### src/rtl/host_cmd_bridge.sv
// Host byte-stream command bridge: decodes headers into memory bursts, register accesses and device reset.
// Define HOST_CMD_BRIDGE_WR_ACK_EN to emit a 0xA5 acknowledge byte after each memory write burst.
module host_cmd_bridge #(
    parameter int unsigned ADDR_BITS = 14,
    parameter int unsigned LEN_BITS  = 14
) (
    input  logic                 i_clk,
    input  logic                 i_rst,
    input  logic                 i_in_valid,
    output logic                 o_in_ready,
    input  logic [7:0]           i_in_data,
    output logic                 o_out_valid,
    input  logic                 i_out_ready,
    output logic [7:0]           o_out_data,
    output logic                 o_mem_req,
    output logic                 o_mem_we,
    output logic [ADDR_BITS-2:0] o_mem_addr,
    output logic [7:0]           o_mem_wdata,
    input  logic [7:0]           i_mem_rdata,
    output logic                 o_dev_rst,
    output logic                 o_cpu_en,
    input  logic                 i_cpu_halted
);
    localparam int unsigned FIELD_W   = 4 + ADDR_BITS + LEN_BITS;
    localparam int unsigned HDR_BYTES = (FIELD_W + 7) / 8;
    localparam int unsigned HDR_W     = HDR_BYTES * 8;
    localparam int unsigned CNT_W     = $clog2(HDR_BYTES + 1);
    localparam int unsigned MA_W      = ADDR_BITS - 1;

    typedef enum logic [2:0] {
        S_HDR,
        S_DECODE,
        S_RST,
        S_RD_REQ,
        S_RD_DATA,
        S_WR
`ifdef HOST_CMD_BRIDGE_WR_ACK_EN
        , S_ACK
`endif
    } state_t;

    state_t              state_q, state_d;
    logic [HDR_W-1:0]    hdr_q, hdr_d;
    logic [CNT_W-1:0]    cnt_q, cnt_d;
    logic [MA_W-1:0]     addr_q, addr_d;
    logic [LEN_BITS-1:0] rem_q, rem_d;
    logic [7:0]          data_q, data_d;
    logic                pend_q, pend_d;
    logic                cpu_en_q, cpu_en_d;
    logic                err_q, err_d;
    logic                live_q;

    logic [3:0]           hdr_id;
    logic [ADDR_BITS-1:0] hdr_addr;
    logic [LEN_BITS-1:0]  hdr_len;
    logic                 reg_space;
    logic [MA_W-1:0]      reg_idx;
    logic                 unused_hdr;

    assign hdr_len    = hdr_q[LEN_BITS-1:0];
    assign hdr_addr   = hdr_q[LEN_BITS +: ADDR_BITS];
    assign hdr_id     = hdr_q[LEN_BITS+ADDR_BITS +: 4];
    assign reg_space  = hdr_addr[ADDR_BITS-1];
    assign reg_idx    = hdr_addr[MA_W-1:0];
    assign unused_hdr = ^hdr_q;
    assign o_cpu_en   = cpu_en_q;

    always_comb begin
        state_d     = state_q;
        hdr_d       = hdr_q;
        cnt_d       = cnt_q;
        addr_d      = addr_q;
        rem_d       = rem_q;
        data_d      = data_q;
        pend_d      = 1'b0;
        cpu_en_d    = cpu_en_q;
        err_d       = err_q;
        o_in_ready  = 1'b0;
        o_out_valid = 1'b0;
        o_out_data  = pend_q ? i_mem_rdata : data_q;
        o_mem_req   = 1'b0;
        o_mem_we    = 1'b0;
        o_mem_addr  = addr_q;
        o_mem_wdata = i_in_data;
        o_dev_rst   = 1'b0;

        // Halt-driven clear is the default; explicit host writes below override it.
        if (cpu_en_q && i_cpu_halted) cpu_en_d = 1'b0;

        case (state_q)
            S_HDR: begin
                o_in_ready = live_q;
                if (live_q && i_in_valid) begin
                    hdr_d[8*cnt_q +: 8] = i_in_data;
                    if (cnt_q == CNT_W'(HDR_BYTES - 1)) begin
                        cnt_d   = '0;
                        state_d = S_DECODE;
                    end else begin
                        cnt_d = cnt_q + 1'b1;
                    end
                end
            end
            S_DECODE: begin
                state_d = S_HDR;
                case (hdr_id)
                    4'd0: state_d = S_RST;
                    4'd1: begin
                        if (reg_space) begin
                            if (reg_idx == MA_W'(0))      data_d = {7'b0, cpu_en_q};
                            else if (reg_idx == MA_W'(1)) data_d = {5'b0, err_q, i_cpu_halted, cpu_en_q};
                            else                          data_d = 8'h00;
                            rem_d   = '0;
                            state_d = S_RD_DATA;
                        end else begin
                            addr_d  = hdr_addr[MA_W-1:0];
                            rem_d   = hdr_len;
                            state_d = S_RD_REQ;
                        end
                    end
                    4'd2: begin
                        if (reg_space) begin
                            if (reg_idx == MA_W'(0))                   cpu_en_d = hdr_len[0];
                            else if (reg_idx == MA_W'(1) && hdr_len[2]) err_d    = 1'b0;
                        end else begin
                            addr_d  = hdr_addr[MA_W-1:0];
                            rem_d   = hdr_len;
                            state_d = S_WR;
                        end
                    end
                    default: err_d = 1'b1;
                endcase
            end
            S_RST: begin
                o_dev_rst = 1'b1;
                cpu_en_d  = 1'b0;
                state_d   = S_HDR;
            end
            S_RD_REQ: begin
                o_mem_req = 1'b1;
                pend_d    = 1'b1;
                state_d   = S_RD_DATA;
            end
            S_RD_DATA: begin
                o_out_valid = 1'b1;
                // Memory data is only valid in the first cycle here; hold a copy for stalls.
                if (pend_q) data_d = i_mem_rdata;
                if (i_out_ready) begin
                    addr_d = addr_q + 1'b1;
                    if (rem_q == '0) begin
                        state_d = S_HDR;
                    end else begin
                        rem_d   = rem_q - 1'b1;
                        state_d = S_RD_REQ;
                    end
                end
            end
            S_WR: begin
                o_in_ready = 1'b1;
                if (i_in_valid) begin
                    o_mem_req = 1'b1;
                    o_mem_we  = 1'b1;
                    addr_d    = addr_q + 1'b1;
                    if (rem_q == '0) begin
`ifdef HOST_CMD_BRIDGE_WR_ACK_EN
                        state_d = S_ACK;
`else
                        state_d = S_HDR;
`endif
                    end else begin
                        rem_d = rem_q - 1'b1;
                    end
                end
            end
`ifdef HOST_CMD_BRIDGE_WR_ACK_EN
            S_ACK: begin
                o_out_valid = 1'b1;
                o_out_data  = 8'hA5;
                if (i_out_ready) state_d = S_HDR;
            end
`endif
            default: state_d = S_HDR;
        endcase
    end

    always_ff @(posedge i_clk or posedge i_rst) begin
        if (i_rst) begin
            state_q  <= S_HDR;
            hdr_q    <= '0;
            cnt_q    <= '0;
            addr_q   <= '0;
            rem_q    <= '0;
            data_q   <= '0;
            pend_q   <= 1'b0;
            cpu_en_q <= 1'b0;
            err_q    <= 1'b0;
            live_q   <= 1'b0;
        end else begin
            state_q  <= state_d;
            hdr_q    <= hdr_d;
            cnt_q    <= cnt_d;
            addr_q   <= addr_d;
            rem_q    <= rem_d;
            data_q   <= data_d;
            pend_q   <= pend_d;
            cpu_en_q <= cpu_en_d;
            err_q    <= err_d;
            live_q   <= 1'b1;
        end
    end
endmodule

### config.mk
export PLATFORM = sky130hd
export DESIGN_NAME = host_cmd_bridge
export DESIGN_NICKNAME = d
export VERILOG_FILES = /design/src/rtl/host_cmd_bridge.sv
export SDC_FILE = /design/constraint.sdc
export NUM_CORES = 1
export LEC_CHECK = 0
export ABC_AREA = 1
export BUFFER_PORTS_ARGS = -buffer_cell sky130_fd_sc_hd__buf_2
export CAP_MARGIN = 30
export CORE_UTILIZATION = 52
export CTS_CLUSTER_DIAMETER = 30
export DETAILED_ROUTE_END_ITERATION = 10
export PLACE_DENSITY = 0.75
export SYNTH_ARGS = -nofsm -noshare
export SYNTH_HDL_FRONTEND = slang
export SYNTH_SLANG_ARGS = --single-unit
### constraint.sdc
create_clock -name i_clk -period 2 [get_ports i_clk]
set_input_delay 0.2 -clock i_clk [delete_from_list [all_inputs] [get_ports i_clk]]
set_output_delay 0.2 -clock i_clk [all_outputs]
set_load 0.01 [all_outputs]
==> reports/metrics.csv, run 1 <==
metric,value,unit
Hold Path End,hdr_q[1],
reg-to-reg setup timing slack,0.17,ns
Post-DP Area,0.00500,sq mm
Starting DRT DRC Count,355,
most frequent cells in the layout,"188 x nand2_1, 77 x inv_1, 77 x dfrtp_1",
outcome,"finished, final reports clean",
HP Class,in -> reg,
final hold viol count,0,
Critical R2R Capture,hdr_q[0],
Slew headroom,62.1,%
crit path kind,reg -> out,
Synth async-reset ratio,100,%
antenna violations before repair,0,
die area,0.00930,sq mm
hold depth,3,
I/O Buffers,55,
Routed Antenna Nets,0,
drc violations,0,
routed wire length,11800,um
critical path launch point type,flop,
area growth from synthesis to layout,14.7,%
Crit path required time,1.80,ns
Clock Tree Buf Depth,2,
Finish-stage setup viols,0,
Final GP Congestion,0.872,
Final Max Slew Viols,0,
beginning of the worst hold path,i_in_data[1],
crit end category,output pin,
Crit path buffers/inverters,2,
Worst-Skew Late Latency,0.36,ns
grt total ovfl,0,
Diodes inserted,0,
Max VDD drop,0.770,mV
H-tree depth,3,
TritonCTS clock tree,built,
final cell count without fillers,820,
CP Cell Sequence,"nor2_2, nand2_2, inv_1, buf_2",
Post-Syn Nets,670,
Layout fillers,774,
Final Net Count,735,
Setup Skew,0.0108,ns
first-pass GRT wire length,19200,um
DP Wirelength,8530,um
largest net degree at the start of global routing,78,
vias in the first global route,4131,
CTS root buf,clkbuf_8,
FF-to-FF Start,cnt_q[1],
TritonRoute pass-1 iters,8,
Worst Reg-to-Reg Cells,7,
CTS buffer count,9,
initial core utilization,53.5,%
Post-synth EDFFs,0,
Pwr Total,0.00894,W
Row Count,34,
CP max stage cell,dfrtp_1,
pwr/cell area,1680,mW/mm^2
Die H,96.5,um
post-route minimum period,1.85,ns
Tcrit/Tclk final,92.5,%
"most common cell after layout, fill and taps aside",nand2_1,
crit path DAT,1.65,ns
cell count after placement,795,
Slew @ Worst Pin,0.564,ns
total of max-cap violations,0,
Netlist cell types,33,
syn_area_per_cell,7.23,sq um
Die Wd,96.5,um
Worst path max stage delay,0.49,ns
CP Max Fanout,12,
RSZ-0062 raised after global routing,false,
Syn Std Cell Area,0.00464,sq mm
DR vias/cell,5.45,
LEAKAGE,2.73,nW
CP top delay family,buffers and inverters,
Final Core Density,61.3,%
"Seq/Total Area, Yosys",41.5,%
Core Region,0.00868,sq mm
clock sink count,77,
drt wl/cell,14.4,um
Setup TNS Final,0,ns
post-route cell area,0.00532,sq mm
Post-Synthesis Cells,642,
Synth Flop Type,dfrtp_1,
layout cells sized above 1,18.5,%
io pins,56,
GRT Resource Usage Total,27.1,%
number of synthesized register bits,77,
synth warn,0,
vias,4469,
"CTS clk-pin slew, worst paths",0.08,ns
f_max,541,MHz
## state kept, by name, summed over array words and instances (netlist names)
register / count
data_q: 8
rem_q: 14
cnt_q: 3
hdr_q: 32
state_q: 3
live_q: 1
err_q: 1
o_cpu_en: 1
o_mem_addr: 13
pend_q: 1
## through the flow
stage / worst slack [ns] / hold WS [ns]
CTS: 0.103 / 0.122
global route: 0.0209 / 0.143
floorplan: 0.119 / 0.348
detailed placement: 0.122 / 0.347
finish: 0.150 / 0.125
global placement: 0.195 / 0.345
## worst min-delay path: cells and delay by family
kind,cells,cell delay [ns]
compound gates,1,0.06
buf+inv,1,0.12
simple gates,1,0.06
## metal layers
layer	wire [um]	global-route usage, %
met5	0	0
met4	268	10.3
met1	5340	36.8
met2	5600	44.2
met3	574	3.36
## how the worst max path moves through the flow
stage / startpoint / end / slack [ns] / depth (start not counted)
2_1_floorplan: cnt_q[0] / hdr_q[1] / 0.12 / 9
3_3_place_gp: cnt_q[1] / hdr_q[6] / 0.20 / 8
3_5_place_dp: cnt_q[1] / hdr_q[6] / 0.12 / 8
4_1_cts: cnt_q[1] / hdr_q[0] / 0.10 / 7
5_1_grt: cnt_q[1] / hdr_q[11] / 0.02 / 7
6_report: state_q[0] / o_out_valid / 0.15 / 4
## cell usage after synthesis (all sizes together), types with 3 or more instances
| library cell | n | area, sq um |
|---|---|---|
| a21oi | 27 | 139 |
| buf | 19 | 136 |
| dfrtp | 77 | 1930 |
| ha | 7 | 87.6 |
| inv | 86 | 323 |
| nand2 | 201 | 807 |
| nand3 | 61 | 320 |
| nand4 | 7 | 50.1 |
| nor2 | 57 | 275 |
| nor3 | 10 | 50.1 |
| o211ai | 4 | 30.0 |
| o21a | 3 | 22.5 |
| o21ai | 59 | 322 |
| o21bai | 3 | 22.5 |
| o22ai | 15 | 93.8 |
## power by group
part	internal (W)	switching, W	total (W)
logic	0.00168	0.00315	0.00483
registers	0.00215	0.000508	0.00266
clock network	0.000863	0.000588	0.00145
total	0.00470	0.00425	0.00894
## area by class of cell
| class | instances | area [sq um] | area share, % |
|---|---|---|---|
| Clock buffer | 12 | 145 | 2.73 |
| Clock inverter | 4 | 95.1 | 1.79 |
| Inverter | 86 | 327 | 6.14 |
| Multi-Input combinational cell | 458 | 2250 | 42.3 |
| Sequential cell | 77 | 1930 | 36.2 |
| Tap cell | 108 | 135 | 2.54 |
| Timing Repair Buffer | 75 | 440 | 8.28 |
## cell families (layout without fill, tap and decap cells)
kind of cell | count (synthesis) | after routing | synth area share (%)
adders and majority gates | 7 | 7 | 1.89
and+or+nand+nor | 338 | 338 | 32.7
buffers and inverters | 107 | 177 | 10.1
DFF | 77 | 77 | 41.5
AOI/OAI and AO/OA | 112 | 112 | 13.8
other | 1 | 1 | 0.0808
## what timing repair did
| item | 4_1_cts | 5_1_grt |
|---|---|---|
| resized for setup | 0 | 1 |
| hold endpoints to repair | 77 | 0 |
| setup endpoints to repair | 0 | 15 |
| hold buffers | 1 | 0 |
| setup buffers | 0 | 8 |
No activity file was read; power rests on OpenSTA's default activity.
==> run 2: changes to the inputs <==
--- a/config.mk
+++ b/config.mk
@@ -11,7 +11,8 @@
 export CORE_UTILIZATION = 52
 export CTS_CLUSTER_DIAMETER = 30
 export DETAILED_ROUTE_END_ITERATION = 10
-export PLACE_DENSITY = 0.75
+export GPL_ROUTABILITY_DRIVEN = 0
+export PLACE_DENSITY = 0.73
 export SYNTH_ARGS = -nofsm -noshare
 export SYNTH_HDL_FRONTEND = slang
 export SYNTH_SLANG_ARGS = --single-unit
==> constraint.sdc (replaced) <==
create_clock -name i_clk -period 2.4 [get_ports i_clk]
set_input_delay 0.24 -clock i_clk [delete_from_list [all_inputs] [get_ports i_clk]]
set_output_delay 0.24 -clock i_clk [all_outputs]
set_load 0.01 [all_outputs]
==> reports/metrics.csv, run 2 (same netlist as run 1, synthesis figures left out) <==
metric,value,unit
switching power,0.00346,W
Layout fillers,805,
Setup TNS Final,0,ns
Crit path required time,2.64,ns
CTS root buf,clkbuf_8,
Setup Skew,0.0132,ns
Pwr Total,0.00699,W
crit end category,flop,
first-pass GRT wire length,18900,um
FF-to-FF Start,rem_q[0],
Worst path max stage delay,0.40,ns
hold depth,3,
f_max,502,MHz
outcome,"finished, final reports clean",
reg-to-reg setup timing slack,0.41,ns
Row Count,34,
Hold Path End,hdr_q[1],
Critical R2R Capture,rem_q[0],
CP Max Fanout,22,
CP max stage cell,dfrtp_1,
max reg flops,32,
critical path launch point type,flop,
GRT Resource Usage Total,26.8,%
routed wire length,11200,um
Die Wd,96.5,um
Routed Antenna Nets,0,
area growth from synthesis to layout,11.0,%
TritonRoute pass-1 iters,5,
Diodes inserted,0,
I/O Buffers,55,
total of max-cap violations,0,
Max VDD drop,0.701,mV
crit path DAT,2.23,ns
HP Class,in -> reg,
Final Net Count,720,
io pins,56,
clock network power share,14.1,%
post-CTS sizing,0,
internal power,0.00353,W
CTS buffer count,9,
DR vias/cell,5.37,
antenna violations before repair,0,
Clock Tree Buf Depth,2,
Tcrit/Tclk final,83.1,%
grt total ovfl,0,
Flop pwr share,31.5,%
Worst-Skew Late Latency,0.35,ns
drt wl/cell,14.0,um
final hold viol count,0,
Comb pwr share,54.4,%
layout cells sized above 1,16.5,%
LEAKAGE,2.64,nW
Starting DRT DRC Count,309,
Die H,96.5,um
DP Wirelength,8390,um
H-tree depth,3,
largest net degree at the start of global routing,78,
Worst Reg-to-Reg Cells,11,
Final Max Slew Viols,0,
Core Region,0.00868,sq mm
clock sink count,77,
post-route minimum period,1.99,ns
"CTS clk-pin slew, worst paths",0.09,ns
Finish-stage setup viols,0,
most frequent cells in the layout,"188 x nand2_1, 77 x inv_1, 77 x dfrtp_1",
worst hold slack,0.170,ns
drc violations,0,
pwr/cell area,1360,mW/mm^2
CP Cell Sequence,"inv_1, ha_1, inv_1, nor2_1, nand3_1, nor2_1, nand4_2, nand2_4, inv_2, nand2_1, nand2_1",
beginning of the worst hold path,i_in_data[1],
die area,0.00930,sq mm
vias in the first global route,4007,
initial core utilization,53.5,%
TritonCTS clock tree,built,
RSZ-0062 raised after global routing,false,
crit path kind,reg -> reg,
"most common cell after layout, fill and taps aside",nand2_1,
vias,4315,
"Most flops, register",hdr_q,
Sw Ratio,49.5,%
## run 2: metrics by stage
| stage | setup WS (ns) | util [%] | instances | instance area [sq um] |
|---|---|---|---|---|
| floorplan | 0.193 | - | 642 | 4640 |
| global placement | 0.585 | 57.0 | 788 | 4950 |
| CTS | 0.425 | 59.3 | 804 | 5150 |
| detailed placement | 0.483 | 57.0 | 788 | 4950 |
| global route | 0.270 | 59.3 | 804 | 5150 |
| finish | 0.406 | 59.3 | 804 | 5150 |
## run 2: critical path, delay by kind of cell, from the launching register on
kind / cells / cell delay (ns)
flip-flops: 1 / 0.40
adder cells (fa/ha/maj): 1 / 0.23
buffers and inverters: 3 / 0.25
AND/OR/NAND/NOR: 7 / 1.00
## run 2: layout make-up
cell class,instances,area (sq um),area share [%]
Sequential cell,77,1930,37.4
Tap cell,108,135,2.62
Clock buffer,12,145,2.82
Multi-Input combinational cell,458,2250,43.6
Inverter,86,323,6.27
Timing Repair Buffer,60,328,6.37
Clock inverter,3,46.3,0.899
## run 2: worst max-delay path by stage
stage,from,to
detailed placement,rem_q[0],rem_q[11]
finish,rem_q[0],rem_q[0]
global placement,cnt_q[1],hdr_q[0]
global route,rem_q[0],rem_q[0]
floorplan,i_rst,cnt_q[0]
CTS,rem_q[0],rem_q[4]
## run 2: power by group through the flow
stage,Sequential (W),Clock [W],Combinational (W)
after global routing,0.00228,0.00105,0.00433
final,0.00220,0.000989,0.00380
after detailed placement,0.00222,0,0.00376
after floorplan,0.00217,0,0.00291
after global placement,0.00220,0,0.00367
after CTS,0.00220,0.00101,0.00378
## run 2: routing by layer
| layer | vias up | track usage, % | wire length (um) |
|---|---|---|---|
| li1 | 2170 | - | - |
| met3 | 19 | 4.15 | 623 |
| met4 | 0 | 10.2 | 213 |
| met5 | - | 0 | 0 |
| met2 | 116 | 40.9 | 5170 |
| met1 | 2010 | 38.4 | 5220 |
## run 2: timing repair
item                                   4_1_cts  5_1_grt
endpoints found under the hold margin       56        0
setup buffers                                0        0
hold buffers                                 1        0
==> run 3: changes to the inputs <==
==> constraint.sdc (replaced) <==
create_clock -name i_clk -period 1.85 [get_ports i_clk]
set_input_delay 0.185 -clock i_clk [delete_from_list [all_inputs] [get_ports i_clk]]
set_output_delay 0.185 -clock i_clk [all_outputs]
set_load 0.01 [all_outputs]
==> reports/metrics.csv, run 3 (same netlist as run 1, synthesis figures left out) <==
metric,value,unit
outcome,"finished, final reports clean",
Core Region,0.00868,sq mm
LEAKAGE,2.71,nW
Setup TNS Final,0,ns
Row Count,34,
Routed Antenna Nets,0,
total of max-cap violations,0,
Final Max Slew Viols,0,
layout cells sized above 1,19.5,%
CP startpoint,state_q[0],
vias in the first global route,3971,
GRT Resource Usage Total,26.7,%
crit path DAT,1.55,ns
clock sink count,77,
Setup Skew,0.00952,ns
Starting DRT DRC Count,218,
Diodes inserted,0,
Final Core Density,61.1,%
drc violations,0,
met3 usage in global routing,4.93,%
CP Max Fanout,12,
Pwr Total,0.00942,W
antenna violations before repair,1,
TritonCTS clock tree,built,
first-pass GRT wire length,18700,um
crit path kind,reg -> out,
vias,4400,
"most common cell after layout, fill and taps aside",nand2_1,
Die Wd,96.5,um
TritonRoute pass-1 iters,5,
area growth from synthesis to layout,14.2,%
Finish-stage setup viols,0,
drt wl/cell,13.9,um
initial core utilization,53.5,%
die area,0.00930,sq mm
Final Net Count,735,
largest net degree at the start of global routing,78,
multi-input logic area,0.00226,sq mm
Die H,96.5,um
H-tree depth,3,
beginning of the worst hold path,i_in_data[0],
Clock Tree Buf Depth,2,
CTS buffer count,9,
Tcrit/Tclk final,93.9,%
Layout fillers,819,
"CTS clk-pin slew, worst paths",0.08,ns
met1 Use GR,37.5,%
Crit path required time,1.66,ns
grt total ovfl,0,
GR peak layer,met2,
DR vias/cell,5.37,
crit end category,output pin,
grt met2 use,41.1,%
DP Wirelength,8460,um
critical path launch point type,flop,
Max VDD drop,1.08,mV
most frequent cells in the layout,"188 x nand2_1, 77 x dfrtp_1, 76 x inv_1",
CTS root buf,clkbuf_8,
I/O Buffers,55,
Slew @ Worst Pin,0.500,ns
Slew headroom,66.4,%
"Most flops, register",hdr_q,
Worst-Skew Late Latency,0.36,ns
f_max,576,MHz
io pins,56,
pwr/cell area,1780,mW/mm^2
FF-to-FF Start,cnt_q[0],
reg-to-reg setup timing slack,0.12,ns
max reg flops,32,
post-route minimum period,1.74,ns
HP Class,in -> reg,
FF+latch area,0.00193,sq mm
routed wire length,11400,um
worst hold slack,0.112,ns
final hold viol count,0,
## run 3: what timing repair did
| item | in CTS | in global routing |
|---|---|---|
| hold buffers | 1 | 0 |
| setup buffers | 0 | 2 |
| gates resized for setup | 0 | 10 |
| hold endpoints to repair | 77 | 0 |
| endpoints found under the setup margin | 0 | 24 |
## run 3: critical path: stages (launching register included)
cell	delay, ns
dfrtp_1	0.49
nor2_2	0.07
nand2_2	0.17
clkinvlp_4	0.25
buf_2	0.20
## run 3: power by group
group / internal [W] / switching, W
Combinational: 0.00183 / 0.00342
Sequential: 0.00232 / 0.000526
Clock: 0.000685 / 0.000631
Total: 0.00484 / 0.00458
## run 3: cell type report
class                      count  share of cell area, %
sequential                    77                   36.4
clock buffer                  11                   2.86
tap                          108                   2.55
inverter                      86                   6.23
timing repair buffer          75                   8.38
multi-input combinational    458                   42.7
clock inverter                 4                  0.897
## run 3: path summary, 6_finish.rpt
kind	cells past startpoint	to
worst max-delay path	4	o_out_valid
max in group asynchronous	4	rem_q[8]
min in group asynchronous	4	hdr_q[22]
worst min register to register	2	data_q[0]
worst max register to register	8	hdr_q[3]
worst min-delay path	3	hdr_q[16]
## run 3: stage by stage
step | cell area [sq um] | instances | setup WS, ns
floorplan | 4650 | 642 | 0.0101
global placement | 5050 | 801 | 0.143
detailed placement | 5050 | 801 | 0.0961
CTS | 5260 | 817 | 0.0570
global route | 5300 | 819 | -0.0320
finish | 5300 | 819 | 0.113
## run 3: layer usage
layer  vias to the layer above  part of all wire (%)
met4                         2                   2.0
li1                       2195                     -
met1                      2088                    48
met5                         -                 0.079
met3                        19                   4.7
met2                        96                    46
